### src/rtl/uart_pkg.sv
// Shared definitions for the UART receiver and transmitter: FSM states,
// parity modes and the frame-length helper.
package uart_pkg;

   typedef enum logic [2:0] {
      ST_IDLE,
      ST_START,
      ST_DATA,
      ST_PARITY,
      ST_STOP
   } rx_state_e;

   typedef enum logic {
      PAR_EVEN = 1'b0,
      PAR_ODD  = 1'b1
   } parity_mode_e;

   // Total bit periods in one frame: start + data + optional parity + stop.
   function automatic int frame_bits(input int data_bits, input int stop_bits, input bit parity_en);
      return 1 + data_bits + (parity_en ? 1 : 0) + stop_bits;
   endfunction

endpackage

### src/rtl/uart_baud_tick.sv
// Loadable baud down-counter; tick is high while the count sits at zero.
// Shared by the receiver and the transmitter.
module uart_baud_tick #(
   parameter int WIDTH = 3
) (
   input  logic             CLK,
   input  logic             RST_N,
   input  logic             load,
   input  logic [WIDTH-1:0] load_val,
   output logic             tick
);

   logic [WIDTH-1:0] cnt;

   // NOTE: flops are written with <= so every register samples pre-edge values, whatever the statement order.
   always_ff @(posedge CLK or negedge RST_N) begin
      if (!RST_N) begin
         cnt <= '0;
      end else if (load) begin
         cnt <= load_val;
      end else if (cnt != '0) begin
         cnt <= cnt - WIDTH'(1);
      end
   end

   assign tick = (cnt == '0);

endmodule

### src/rtl/uart_rx_param.sv
// Parametrised oversampling UART receiver with framing/parity flags and sticky overrun.
// Define RX_PARITY_EN to insert a parity bit between the data and stop bits.
module uart_rx_param
   import uart_pkg::*;
#(
   parameter int DATA_BITS  = 8,
   parameter int OVERSAMPLE = 8,
   parameter int STOP_BITS  = 1,
   parameter int PARITY_ODD = 0
) (
   input  logic                 CLK,
   input  logic                 RST_N,
   input  logic                 RXD,
   input  logic                 DATA_ACK,
   output logic [DATA_BITS-1:0] DATA_OUT,
   output logic                 RX_BUSY,
   output logic                 RX_READY,
   output logic                 RX_FRAME_ERR,
   output logic                 RX_PARITY_ERR,
   output logic                 RX_OVERRUN
);

`ifdef RX_PARITY_EN
   localparam bit PAR_EN = 1'b1;
`else
   localparam bit PAR_EN = 1'b0;
`endif
   localparam int FRAME_BITS = frame_bits(DATA_BITS, STOP_BITS, PAR_EN);
   localparam int CNT_W      = $clog2(OVERSAMPLE);
   localparam int POS_W      = $clog2(FRAME_BITS);

   localparam logic [CNT_W-1:0] HALF_LOAD = CNT_W'(OVERSAMPLE / 2 - 1);
   localparam logic [CNT_W-1:0] FULL_LOAD = CNT_W'(OVERSAMPLE - 1);
   localparam logic [POS_W-1:0] LAST_DATA = POS_W'(DATA_BITS);
   localparam logic [POS_W-1:0] LAST_POS  = POS_W'(FRAME_BITS - 1);

   rx_state_e            state_q, state_d;
   logic                 rxd_meta, rxd_sync, rxd_prev;
   logic                 fall, tick;
   logic                 cnt_load;
   logic [CNT_W-1:0]     cnt_val;
   logic                 sample, frame_start, complete;
   logic [POS_W-1:0]     pos_q;
   logic [DATA_BITS-1:0] shreg_q;
   logic                 ferr_pend_q;
   logic                 frame_err_now, par_err_now;

   // Two-flop synchroniser plus edge-detect flop; all idle high so reset never fakes a start edge.
   always_ff @(posedge CLK or negedge RST_N) begin
      if (!RST_N) begin
         rxd_meta <= 1'b1;
         rxd_sync <= 1'b1;
         rxd_prev <= 1'b1;
      end else begin
         rxd_meta <= RXD;
         rxd_sync <= rxd_meta;
         rxd_prev <= rxd_sync;
      end
   end

   assign fall = rxd_prev & ~rxd_sync;

   uart_baud_tick #(
      .WIDTH(CNT_W)
   ) u_baud (
      .CLK     (CLK),
      .RST_N   (RST_N),
      .load    (cnt_load),
      .load_val(cnt_val),
      .tick    (tick)
   );

   always_ff @(posedge CLK or negedge RST_N) begin
      if (!RST_N) state_q <= ST_IDLE;
      else        state_q <= state_d;
   end

   // NOTE: every signal driven here gets a default before the case, so no path can infer a latch.
   always_comb begin
      state_d     = state_q;
      cnt_load    = 1'b0;
      cnt_val     = FULL_LOAD;
      sample      = 1'b0;
      frame_start = 1'b0;
      complete    = 1'b0;
      unique case (state_q)
         ST_IDLE: begin
            if (fall) begin
               state_d  = ST_START;
               cnt_load = 1'b1;
               cnt_val  = HALF_LOAD;
            end
         end
         ST_START: begin
            if (tick) begin
               if (rxd_sync) begin
                  state_d = ST_IDLE;
               end else begin
                  state_d     = ST_DATA;
                  cnt_load    = 1'b1;
                  frame_start = 1'b1;
               end
            end
         end
         ST_DATA: begin
            if (tick) begin
               sample   = 1'b1;
               cnt_load = 1'b1;
               if (pos_q == LAST_DATA) begin
`ifdef RX_PARITY_EN
                  state_d = ST_PARITY;
`else
                  state_d = ST_STOP;
`endif
               end
            end
         end
`ifdef RX_PARITY_EN
         ST_PARITY: begin
            if (tick) begin
               sample   = 1'b1;
               cnt_load = 1'b1;
               state_d  = ST_STOP;
            end
         end
`endif
         ST_STOP: begin
            if (tick) begin
               sample   = 1'b1;
               cnt_load = 1'b1;
               if (pos_q == LAST_POS) begin
                  complete = 1'b1;
                  state_d  = ST_IDLE;
               end
            end
         end
         default: state_d = ST_IDLE;
      endcase
   end

   // pos_q is the frame position of the next sample: 1..DATA_BITS are data, then parity, then stop.
   always_ff @(posedge CLK or negedge RST_N) begin
      if (!RST_N) begin
         pos_q       <= '0;
         shreg_q     <= '0;
         ferr_pend_q <= 1'b0;
      end else if (frame_start) begin
         pos_q       <= POS_W'(1);
         ferr_pend_q <= 1'b0;
      end else if (sample) begin
         pos_q <= pos_q + POS_W'(1);
         if (state_q == ST_DATA)             shreg_q     <= {rxd_sync, shreg_q[DATA_BITS-1:1]};
         if (state_q == ST_STOP && !rxd_sync) ferr_pend_q <= 1'b1;
      end
   end

   // Includes the stop sample being taken in the completion cycle itself.
   assign frame_err_now = ferr_pend_q | ~rxd_sync;

`ifdef RX_PARITY_EN
   localparam parity_mode_e PAR_MODE = (PARITY_ODD != 0) ? PAR_ODD : PAR_EVEN;
   logic par_q;

   always_ff @(posedge CLK or negedge RST_N) begin
      if (!RST_N)                             par_q <= 1'b0;
      else if (sample && state_q == ST_PARITY) par_q <= rxd_sync;
   end

   assign par_err_now = (((^shreg_q) ^ par_q) != PAR_MODE);
`else
   logic unused_parity_odd;
   assign unused_parity_odd = (PARITY_ODD != 0);
   assign par_err_now       = 1'b0;
`endif

   // An ACK in the completion cycle frees the holding register, so the new word wins.
   always_ff @(posedge CLK or negedge RST_N) begin
      if (!RST_N) begin
         DATA_OUT      <= '0;
         RX_READY      <= 1'b0;
         RX_FRAME_ERR  <= 1'b0;
         RX_PARITY_ERR <= 1'b0;
         RX_OVERRUN    <= 1'b0;
      end else if (complete) begin
         if (!RX_READY || DATA_ACK) begin
            DATA_OUT      <= shreg_q;
            RX_READY      <= 1'b1;
            RX_FRAME_ERR  <= frame_err_now;
            RX_PARITY_ERR <= par_err_now;
            if (DATA_ACK) RX_OVERRUN <= 1'b0;
         end else begin
            RX_OVERRUN <= 1'b1;
         end
      end else if (DATA_ACK && RX_READY) begin
         RX_READY      <= 1'b0;
         RX_FRAME_ERR  <= 1'b0;
         RX_PARITY_ERR <= 1'b0;
         RX_OVERRUN    <= 1'b0;
      end
   end

   assign RX_BUSY = (state_q != ST_IDLE);

endmodule

### config.mk
export PLATFORM = sky130hd
export DESIGN_NAME = uart_rx_param
export DESIGN_NICKNAME = d
export VERILOG_FILES = /design/src/rtl/uart_pkg.sv /design/src/rtl/uart_baud_tick.sv /design/src/rtl/uart_rx_param.sv
export SDC_FILE = /design/constraint.sdc
export NUM_CORES = 1
export LEC_CHECK = 0
export CAP_MARGIN = 20
export CORE_MARGIN = 2
export CORE_UTILIZATION = 50
export CTS_BUF_LIST = sky130_fd_sc_hd__clkbuf_2 sky130_fd_sc_hd__clkbuf_4 sky130_fd_sc_hd__clkbuf_8
export CTS_CLUSTER_SIZE = 10
export DETAILED_ROUTE_END_ITERATION = 16
export PLACE_DENSITY = 0.72
export SETUP_SLACK_MARGIN = 0.05
export SLEW_MARGIN = 10
export SYNTH_ARGS = -nofsm -noshare
export SYNTH_HDL_FRONTEND = slang
export SYNTH_SLANG_ARGS = --single-unit
### constraint.sdc
create_clock -name CLK -period 2.3 [get_ports CLK]
set_input_delay 0.23 -clock CLK [delete_from_list [all_inputs] [get_ports CLK]]
set_output_delay 0.23 -clock CLK [all_outputs]
set_load 0.005 [all_outputs]
# == Yosys cells after proc, flatten, opt, wreduce, memory -nomap -nowiden ==
# Cells that the tools add are included.
# word_totals
reg_bits,34
wordCells,89
output_inout_bits,13
in_bits,4
# classes
addsub,2
n_mux,37
eq_ne,13
n_reduce_logical,20
n_bitwise,4
# op_table
operator,count
$mux 3,10
$mux 1,22
$ne 2x2->1 const B,6
$pmux 3 s4,1
$eq 4x4->1 const B,2
$mux 4,2
$reduce_and 2->1,4
$reduce_bool 2->1,4
$logic_not 3->1,2
$reduce_and 6->1,1
$reduce_bool 3->1,2
$add 4x1->4 const B,1
$eq 3x1->1 const B,1
$eq 3x2->1 const B,1
$eq 3x3->1 const B,1
$ne 3x3->1 const B,1
$pmux 1 s3,1
$reduce_and 3->1,1
$sub 3x1->3 const B,1
$logic_and 1x1->1,2
$logic_not 1->1,2
$mux 2,1
$ne 2x1->1 const B,1
$not 1->1,2
other kinds (4),4

# == Logic depth before layout (Yosys ltp) ==
# Gate-level depths: netlist of run 1.
# logic_depth
ltp_word,6
mapped_depth,7
depth_no_buf,6

# == By module ==
# A second synthesis of run 1 with hierarchy kept.
# hier_totals
cells_unflattened,128
area_unflattened_um2,1566.5
# modules_own_cells
module,seq_area_each_um2,cells_each,n_inst,area_each_um2
uart_rx_param,754.5,107,1,1366.3
uart_baud_tick,75.1,21,1,200.2

# == Worst setup path before layout of run 1 ==
# No wires, ideal clock.
# synth_timing
path_kind,register to register
startpoint,reg u_baud.cnt[0]
endpoint,reg DATA_OUT[0]
stages_incl_launch_ff,8
setup_time_ns,0.125
arrival_time_ns,1.604
slack_ns,0.571
path_buffers,1
cell_sequence,dfrtp_1 inv_1 ha_1 and4bb_1 and4_1 buf_6 nand2_8 mux2_4
# synth_between
elab_chain_cells,4
# synth_rtl
element,line,source
"start, declared",uart_baud_tick.sv:13,logic [WIDTH-1:0] cnt;
"start signal, assigned",uart_baud_tick.sv:20,cnt <= load_val;
"start signal, assigned",uart_baud_tick.sv:22,cnt <= cnt - WIDTH'(1);
$logic_not 3->1,uart_baud_tick.sv:26,assign tick = (cnt == '0);
$mux 1,uart_rx_param.sv:128,if (tick) begin
$mux 1,uart_rx_param.sv:86,unique case (state_q)
$reduce_and 2->1 (no line),-,
"end signal, assigned",uart_rx_param.sv:186,DATA_OUT <= shreg_q;
"end, declared",uart_rx_param.sv:15,"output logic [DATA_BITS-1:0] DATA_OUT,"
# Every way passes these cells.
# A chain may end at the register's enable or synchronous reset.

# == Worst setup path in the final report of run 1 ==
# layout_timing
startpoint,reg u_baud.cnt[0]
endpoint,reg DATA_OUT[7]
# The elaborated chain is that of the path after synthesis.

==> impl_metrics.json, run 1 <==
{
  "coreArea_um2": 3000,
  "numCtsBuffers": 5,
  "design.die.area_um2": 3550,
  "diodes": 0,
  "fin_skew_ps": 16.7,
  "initial_utilization_pct": 51.5,
  "syn_avg_cell_area_um2": 12.3,
  "syn_nets": 135,
  "utilization_pct": 59.0,
  "multi_input_area_um2": 661,
  "clk_pin_slew_worst_paths_ps": 110,
  "maxCapViolCount": 0,
  "switching_share_pct": 32.5,
  "die_h_um": 59.6,
  "worstReg2RegStart": "u_baud.cnt[0]$_DFFE_PN0P_",
  "grt_pass1_vias": 940,
  "ys_types": 37,
  "cts.htree.levels": 2,
  "viasPerCell": 5.42,
  "netlist_instances": 126,
  "post-cts-setup-buffers": 0,
  "setup_viol": 0,
  "critPathRequiredTime_ps": 2530,
  "fin_area_um2": 1770,
  "clock-root-buffer": "clkbuf_4",
  "drcViolationCount": 0,
  "rsz0062_at_grt": "no",
  "final_nets": 154,
  "grt_max_degree": 34,
  "cp_slowest_cell": "and4_1",
  "grt_pass1_wl_mm": 4.28,
  "drive_above_1_share_pct": 21.2,
  "drt-wirelength-per-cell_um": 13.5,
  "hold_class": "in2async",
  "power.switching_w": 0.000449,
  "pwr-share-clk_pct": 22.7,
  "crit_family": "simple AND/OR/NAND/NOR gates",
  "clock_path_buffers": 2,
  "placed_cell_area_um2": 1720,
  "seqPwrFrac_pct": 53.2,
  "synth_warnings": 0,
  "fin_crit_sh_pct": 84.5,
  "clock.fmax_mhz": 515,
  "rrSetupSlack_ps": 360,
  "rows": 20,
  "hold_buffers": 0,
  "antenna_found_initial": 0,
  "register_area_um2": 830,
  "p_comb_share_pct": 24.1,
  "syn_area_um2": 1550,
  "fill_cells": 245,
  "fin_tns_setup_ps": 0,
  "status": "complete, no violations",
  "yosys.area.top_type_share_pct": 48.6,
  "first_iter_violations": 27,
  "cp.arrival_ps": 2170,
  "start_kind": "flop",
  "synth-seq-cells": 33,
  "seq_area_frac_synth_pct": 53.7,
  "insertion_delay_ps": 340,
  "io_pins": 17,
  "place_hpwl_mm": 1.75,
  "ir_worst_vdd_uv": 450,
  "min_period_ps": 1940,
  "cp_num_buf_inv": 1,
  "p_int_w": 0.000931,
  "slowest_delay_ps": 430,
  "power.density_nw_per_um2": 779,
  "layout_common_cells": "dfrtp_1 (30), clkdlybuf4s50_1 (15), nand2_1 (9)",
  "synth.largest_area_cell": "dfrtp_1",
  "p_leak_nw": 0.857,
  "r2r-end": "DATA_OUT[7]$_DFFE_PN0P_",
  "cp-end-kind": "flop",
  "reg2regPathDepth": 6,
  "layout_commonest_cell": "dfrtp_1",
  "syn2layout_area_growth_pct": 14.6,
  "post_cts_resized": 0,
  "dr.pass1.iters": 4,
  "crit_chain": "inv_1 -> ha_1 -> and4bb_1 -> and4_1 -> nand2_8 -> mux2_4",
  "routed_wl_mm": 2.42,
  "die_w_um": 59.6,
  "grt_overflow_total": 0,
  "cts_sinks": 33,
  "hold_viol_final": 0,
  "grt.total_usage_pct": 16.6,
  "portBuffers": 15,
  "synthTopCellsByArea": "dfrtp_1 (49%), mux2_4 (7.8%), mux2_2 (5.8%)",
  "crit_type": "reg2reg",
  "path_max_fanout": 8,
  "cts_tree": "built",
  "crit_cells": 6,
  "vias": 971,
  "ant_nets": 0,
  "slew_violations": 0,
  "gp_congestion": 0.754
}
## metrics by stage
stage	setup WS [ps]	hold slack, ps	power, W	cells
finish	357	279	0.00138	179
global route	214	273	0.00149	179
CTS	352	273	0.00140	179
detailed placement	353	349	0.00108	171
global placement	402	347	0.00106	171
floorplan	571	-65.6	0.000972	126
## Yosys cell counts
| library cell | n |
|---|---|
| nor4b_1 | 1 |
| dfrtp_1 | 30 |
| and3_1 | 1 |
| a31oi_1 | 2 |
| nand2b_1 | 3 |
| and2b_1 | 2 |
| nor3_2 | 1 |
| buf_6 | 1 |
| inv_1 | 7 |
| buf_4 | 1 |
| a21o_1 | 1 |
| mux2_4 | 8 |
| xnor2_1 | 3 |
| conb_1 | 1 |
| nor3b_1 | 2 |
| mux2i_1 | 2 |
| mux2_2 | 8 |
| a21oi_1 | 5 |
| nand2_1 | 9 |
| and4bb_1 | 1 |
| buf_2 | 2 |
| nor2_1 | 7 |
| nand4_1 | 1 |
| ha_1 | 5 |
| o21bai_1 | 1 |
| or3_1 | 2 |
| or2b_2 | 1 |
| nor3_1 | 3 |
| and4_1 | 1 |
| dfstp_2 | 3 |
| o21ai_0 | 4 |
| nand2_8 | 1 |
| nand3b_1 | 1 |
| nand4b_1 | 1 |
| o2bb2ai_1 | 1 |
| o31ai_1 | 2 |
| a211oi_1 | 1 |
## power by group through the flow
stage / combinational (W) / clock (W) / sequential [W]
3_3_place_gp: 0.000319 / 0 / 0.000741
5_1_grt: 0.000388 / 0.000352 / 0.000750
2_1_floorplan: 0.000266 / 0 / 0.000707
6_report: 0.000333 / 0.000313 / 0.000734
4_1_cts: 0.000340 / 0.000328 / 0.000734
3_5_place_dp: 0.000337 / 0 / 0.000745
## layout make-up
class | count | share of cell area, %
well taps | 33 | 2.33
inverters | 7 | 1.48
flip-flops and latches | 33 | 46.9
clock inverters | 3 | 0.989
multi-input cells | 82 | 37.3
clock buffers | 5 | 2.12
repair buffers | 16 | 8.90
## sequential cells by signal (all words and copies together), names as in the netlist
| signal | cells |
|---|---|
| DATA_OUT | 8 |
| shreg_q | 8 |
| pos_q | 4 |
| state_q | 3 |
| u_baud.cnt | 3 |
| RX_FRAME_ERR | 1 |
| RX_OVERRUN | 1 |
| RX_READY | 1 |
| ferr_pend_q | 1 |
| rxd_meta | 1 |
| rxd_prev | 1 |
| rxd_sync | 1 |
## worst reg2reg max path: cells and delay by family (launching register included)
kind / cells / cell delay (ps)
muxes: 1 / 310
DFF: 1 / 370
and+or+nand+nor: 3 / 830
buffers and inverters: 1 / 100
adders and majority gates: 1 / 230
## metal layers
layer / vias to the layer above / share of wire, % / GRT usage, %
met4: 0 / 2.2 / 8.57
li1: 473 / - / -
met1: 474 / 48 / 21.3
met5: - / 0 / 0
met3: 7 / 4.7 / 6.11
met2: 17 / 45 / 24.6
## how the worst max path moves through the flow
| stage | startpoint | to | slack (ps) |
|---|---|---|---|
| after global routing | u_baud.cnt[0]$_DFFE_PN0P_ | DATA_OUT[2]$_DFFE_PN0P_ | 210 |
| after detailed placement | u_baud.cnt[0]$_DFFE_PN0P_ | DATA_OUT[5]$_DFFE_PN0P_ | 350 |
| after global placement | u_baud.cnt[0]$_DFFE_PN0P_ | DATA_OUT[5]$_DFFE_PN0P_ | 400 |
| after floorplan | u_baud.cnt[0]$_DFFE_PN0P_ | DATA_OUT[0]$_DFFE_PN0P_ | 570 |
| after CTS | state_q[0]$_DFFE_PN0P_ | RX_BUSY | 350 |
| final | u_baud.cnt[0]$_DFFE_PN0P_ | DATA_OUT[7]$_DFFE_PN0P_ | 360 |
## cells by family (layout without fill, tap and decap cells)
logic type      Yosys count  count (layout)  synth area share, %
mux                      18              18                 14.9
xor+xnor                  3               3                 1.70
flops                    33              33                 53.7
compound gates           17              17                 6.72
buf+inv                  11              31                 3.56
other cells               1               1                0.243
simple gates             38              38                 15.1
fa+ha+maj                 5               5                 4.05
(Power assumes the default switching activity.)
==> run 2: changes to the inputs <==
==> constraint.sdc (replaced) <==
create_clock -name CLK -period 2 [get_ports CLK]
set_input_delay 0.2 -clock CLK [delete_from_list [all_inputs] [get_ports CLK]]
set_output_delay 0.2 -clock CLK [all_outputs]
set_load 0.005 [all_outputs]
==> run 2 against run 1 <==
  * Critical endpoint is now RX_BUSY
  * Design area up 0.99%
  * Critical path type is now reg2out
  * Worst setup slack worse by 220 ps
  * Cell count up 1.1%
  * Routed wire length up 10%
  * Clock power up 17%
  * Register-to-register slack worse by 210 ps
  * Clock skew down 10 ps
  * Via count up 0.21%
  * Clock-buffer cell count unchanged
  * Sequential share of layout area down 0.39 points
==> impl_metrics.json, run 2 (synthesized netlist as in run 1, its figures left out) <==
{
  "start_kind": "flop",
  "clock_path_buffers": 2,
  "gp_congestion": 0.866,
  "antenna_found_initial": 0,
  "die_h_um": 59.6,
  "maxCapViolCount": 0,
  "path_max_fanout": 8,
  "hold_class": "in2async",
  "utilization_pct": 59.5,
  "fin_skew_ps": 6.66,
  "io_pins": 17,
  "drcViolationCount": 0,
  "status": "complete, no violations",
  "fin_area_um2": 1790,
  "initial_utilization_pct": 51.5,
  "p_total_w": 0.00161,
  "rows": 20,
  "fin_crit_sh_pct": 93.0,
  "r2r-end": "DATA_OUT[3]$_DFFE_PN0P_",
  "place_hpwl_mm": 1.92,
  "numCtsBuffers": 5,
  "post-cts-setup-buffers": 0,
  "coreArea_um2": 3000,
  "cts_sinks": 33,
  "diodes": 0,
  "rrSetupSlack_ps": 150,
  "p_leak_nw": 0.867,
  "hold_viol_final": 0,
  "power.density_nw_per_um2": 901,
  "portBuffers": 15,
  "layout_common_cells": "dfrtp_1 (29), clkdlybuf4s50_1 (15), nand2_1 (9)",
  "final_nets": 156,
  "grt_pass1_vias": 1008,
  "crit_chain": "or3_1 -> clkdlybuf4s50_1",
  "routed_wl_mm": 2.67,
  "min_period_ps": 1860,
  "first_iter_violations": 36,
  "grt.total_usage_pct": 18.0,
  "ant_nets": 0,
  "rsz0062_at_grt": "yes",
  "cp.arrival_ps": 1660,
  "slowest_delay_ps": 480,
  "insertion_delay_ps": 340,
  "cp_slowest_cell": "dfrtp_1",
  "reg2regPathDepth": 6,
  "grt_pass1_wl_mm": 4.64,
  "vias": 973,
  "drive_above_1_share_pct": 23.6,
  "clock-root-buffer": "clkbuf_4",
  "viasPerCell": 5.38,
  "fin_tns_setup_ps": 0,
  "dr.pass1.iters": 4,
  "cp-end-kind": "output pin",
  "syn2layout_area_growth_pct": 15.7,
  "cts.htree.levels": 2,
  "clk_pin_slew_worst_paths_ps": 100,
  "worstReg2RegStart": "u_baud.cnt[0]$_DFFE_PN0P_",
  "ir_worst_vdd_uv": 590,
  "slew_violations": 0,
  "setup_viol": 0,
  "clock.fmax_mhz": 538,
  "drt-wirelength-per-cell_um": 14.7,
  "die_w_um": 59.6,
  "critPathRequiredTime_ps": 1800,
  "design.die.area_um2": 3550,
  "cts_tree": "built",
  "fill_cells": 265,
  "layout_commonest_cell": "dfrtp_1",
  "grt_max_degree": 34,
  "placed_cell_area_um2": 1730,
  "top_regs": "DATA_OUT: 8 flops, shreg_q: 8 flops, pos_q: 4 flops",
  "grt_overflow_total": 0,
  "crit_type": "reg2out"
}
==> run 2: cell count changes in the layout (fill, tap and decap cells not counted), sizes merged <==
cell and change:
buf +2
==> run 2: per-layer routing <==
metal | part of all wire [%] | routed length (um) | track usage (%)
met1 | 45 | 1210 | 23.0
met2 | 48 | 1280 | 27.5
met3 | 4.2 | 111 | 6.11
met4 | 2.3 | 61 | 8.25
met5 | 0 | 0 | 0
==> run 2: final cells by class <==
class,instances,area (um2),share of cell area [%]
Clock buffer,5,37.5,2.10
Clock inverter,3,17.5,0.980
Inverter,7,26.3,1.47
Multi-Input combinational cell,82,662,37.0
Sequential cell,33,831,46.5
Tap cell,33,41.3,2.31
Timing Repair Buffer,18,173,9.66
==> run 2: power breakdown <==
group	switching [W]	leakage [nW]	internal, W
Clock	0.000234	0.0310	0.000132
Combinational	0.000206	0.406	0.000190
Sequential	0.0000966	0.430	0.000752
Total	0.000536	0.867	0.00107
==> run 2: critical path, delay by kind of cell (launching register included) <==
family        cells  cell delay [ps]
flops             1              480
buf+inv           1              450
simple gates      1              390
==> run 2: worst max-delay path by stage <==
stage                         startpoint                       to  slack, ps
6_report          state_q[1]$_DFFE_PN0P_                  RX_BUSY        140
5_1_grt           state_q[1]$_DFFE_PN0P_                  RX_BUSY         50
4_1_cts           state_q[0]$_DFFE_PN0P_                  RX_BUSY         80
3_5_place_dp   u_baud.cnt[0]$_DFFE_PN0P_  DATA_OUT[5]$_DFFE_PN0P_        100
3_3_place_gp   u_baud.cnt[0]$_DFFE_PN0P_  DATA_OUT[5]$_DFFE_PN0P_        200
2_1_floorplan  u_baud.cnt[0]$_DFFE_PN0P_  DATA_OUT[0]$_DFFE_PN0P_        270
==> run 2: per-stage QoR <==
step | hold slack [ps] | cells | setup slack [ps]
after floorplan | -95.6 | 126 | 271
after global placement | 346 | 173 | 202
after detailed placement | 348 | 173 | 105
after CTS | 237 | 181 | 76.3
after global routing | 238 | 181 | 46.8
final | 253 | 181 | 140
==> run 2: repair_timing <==
action	CTS	global route
setup endpoints to repair	0	10
hold buffers	0	0
resized for setup	0	2
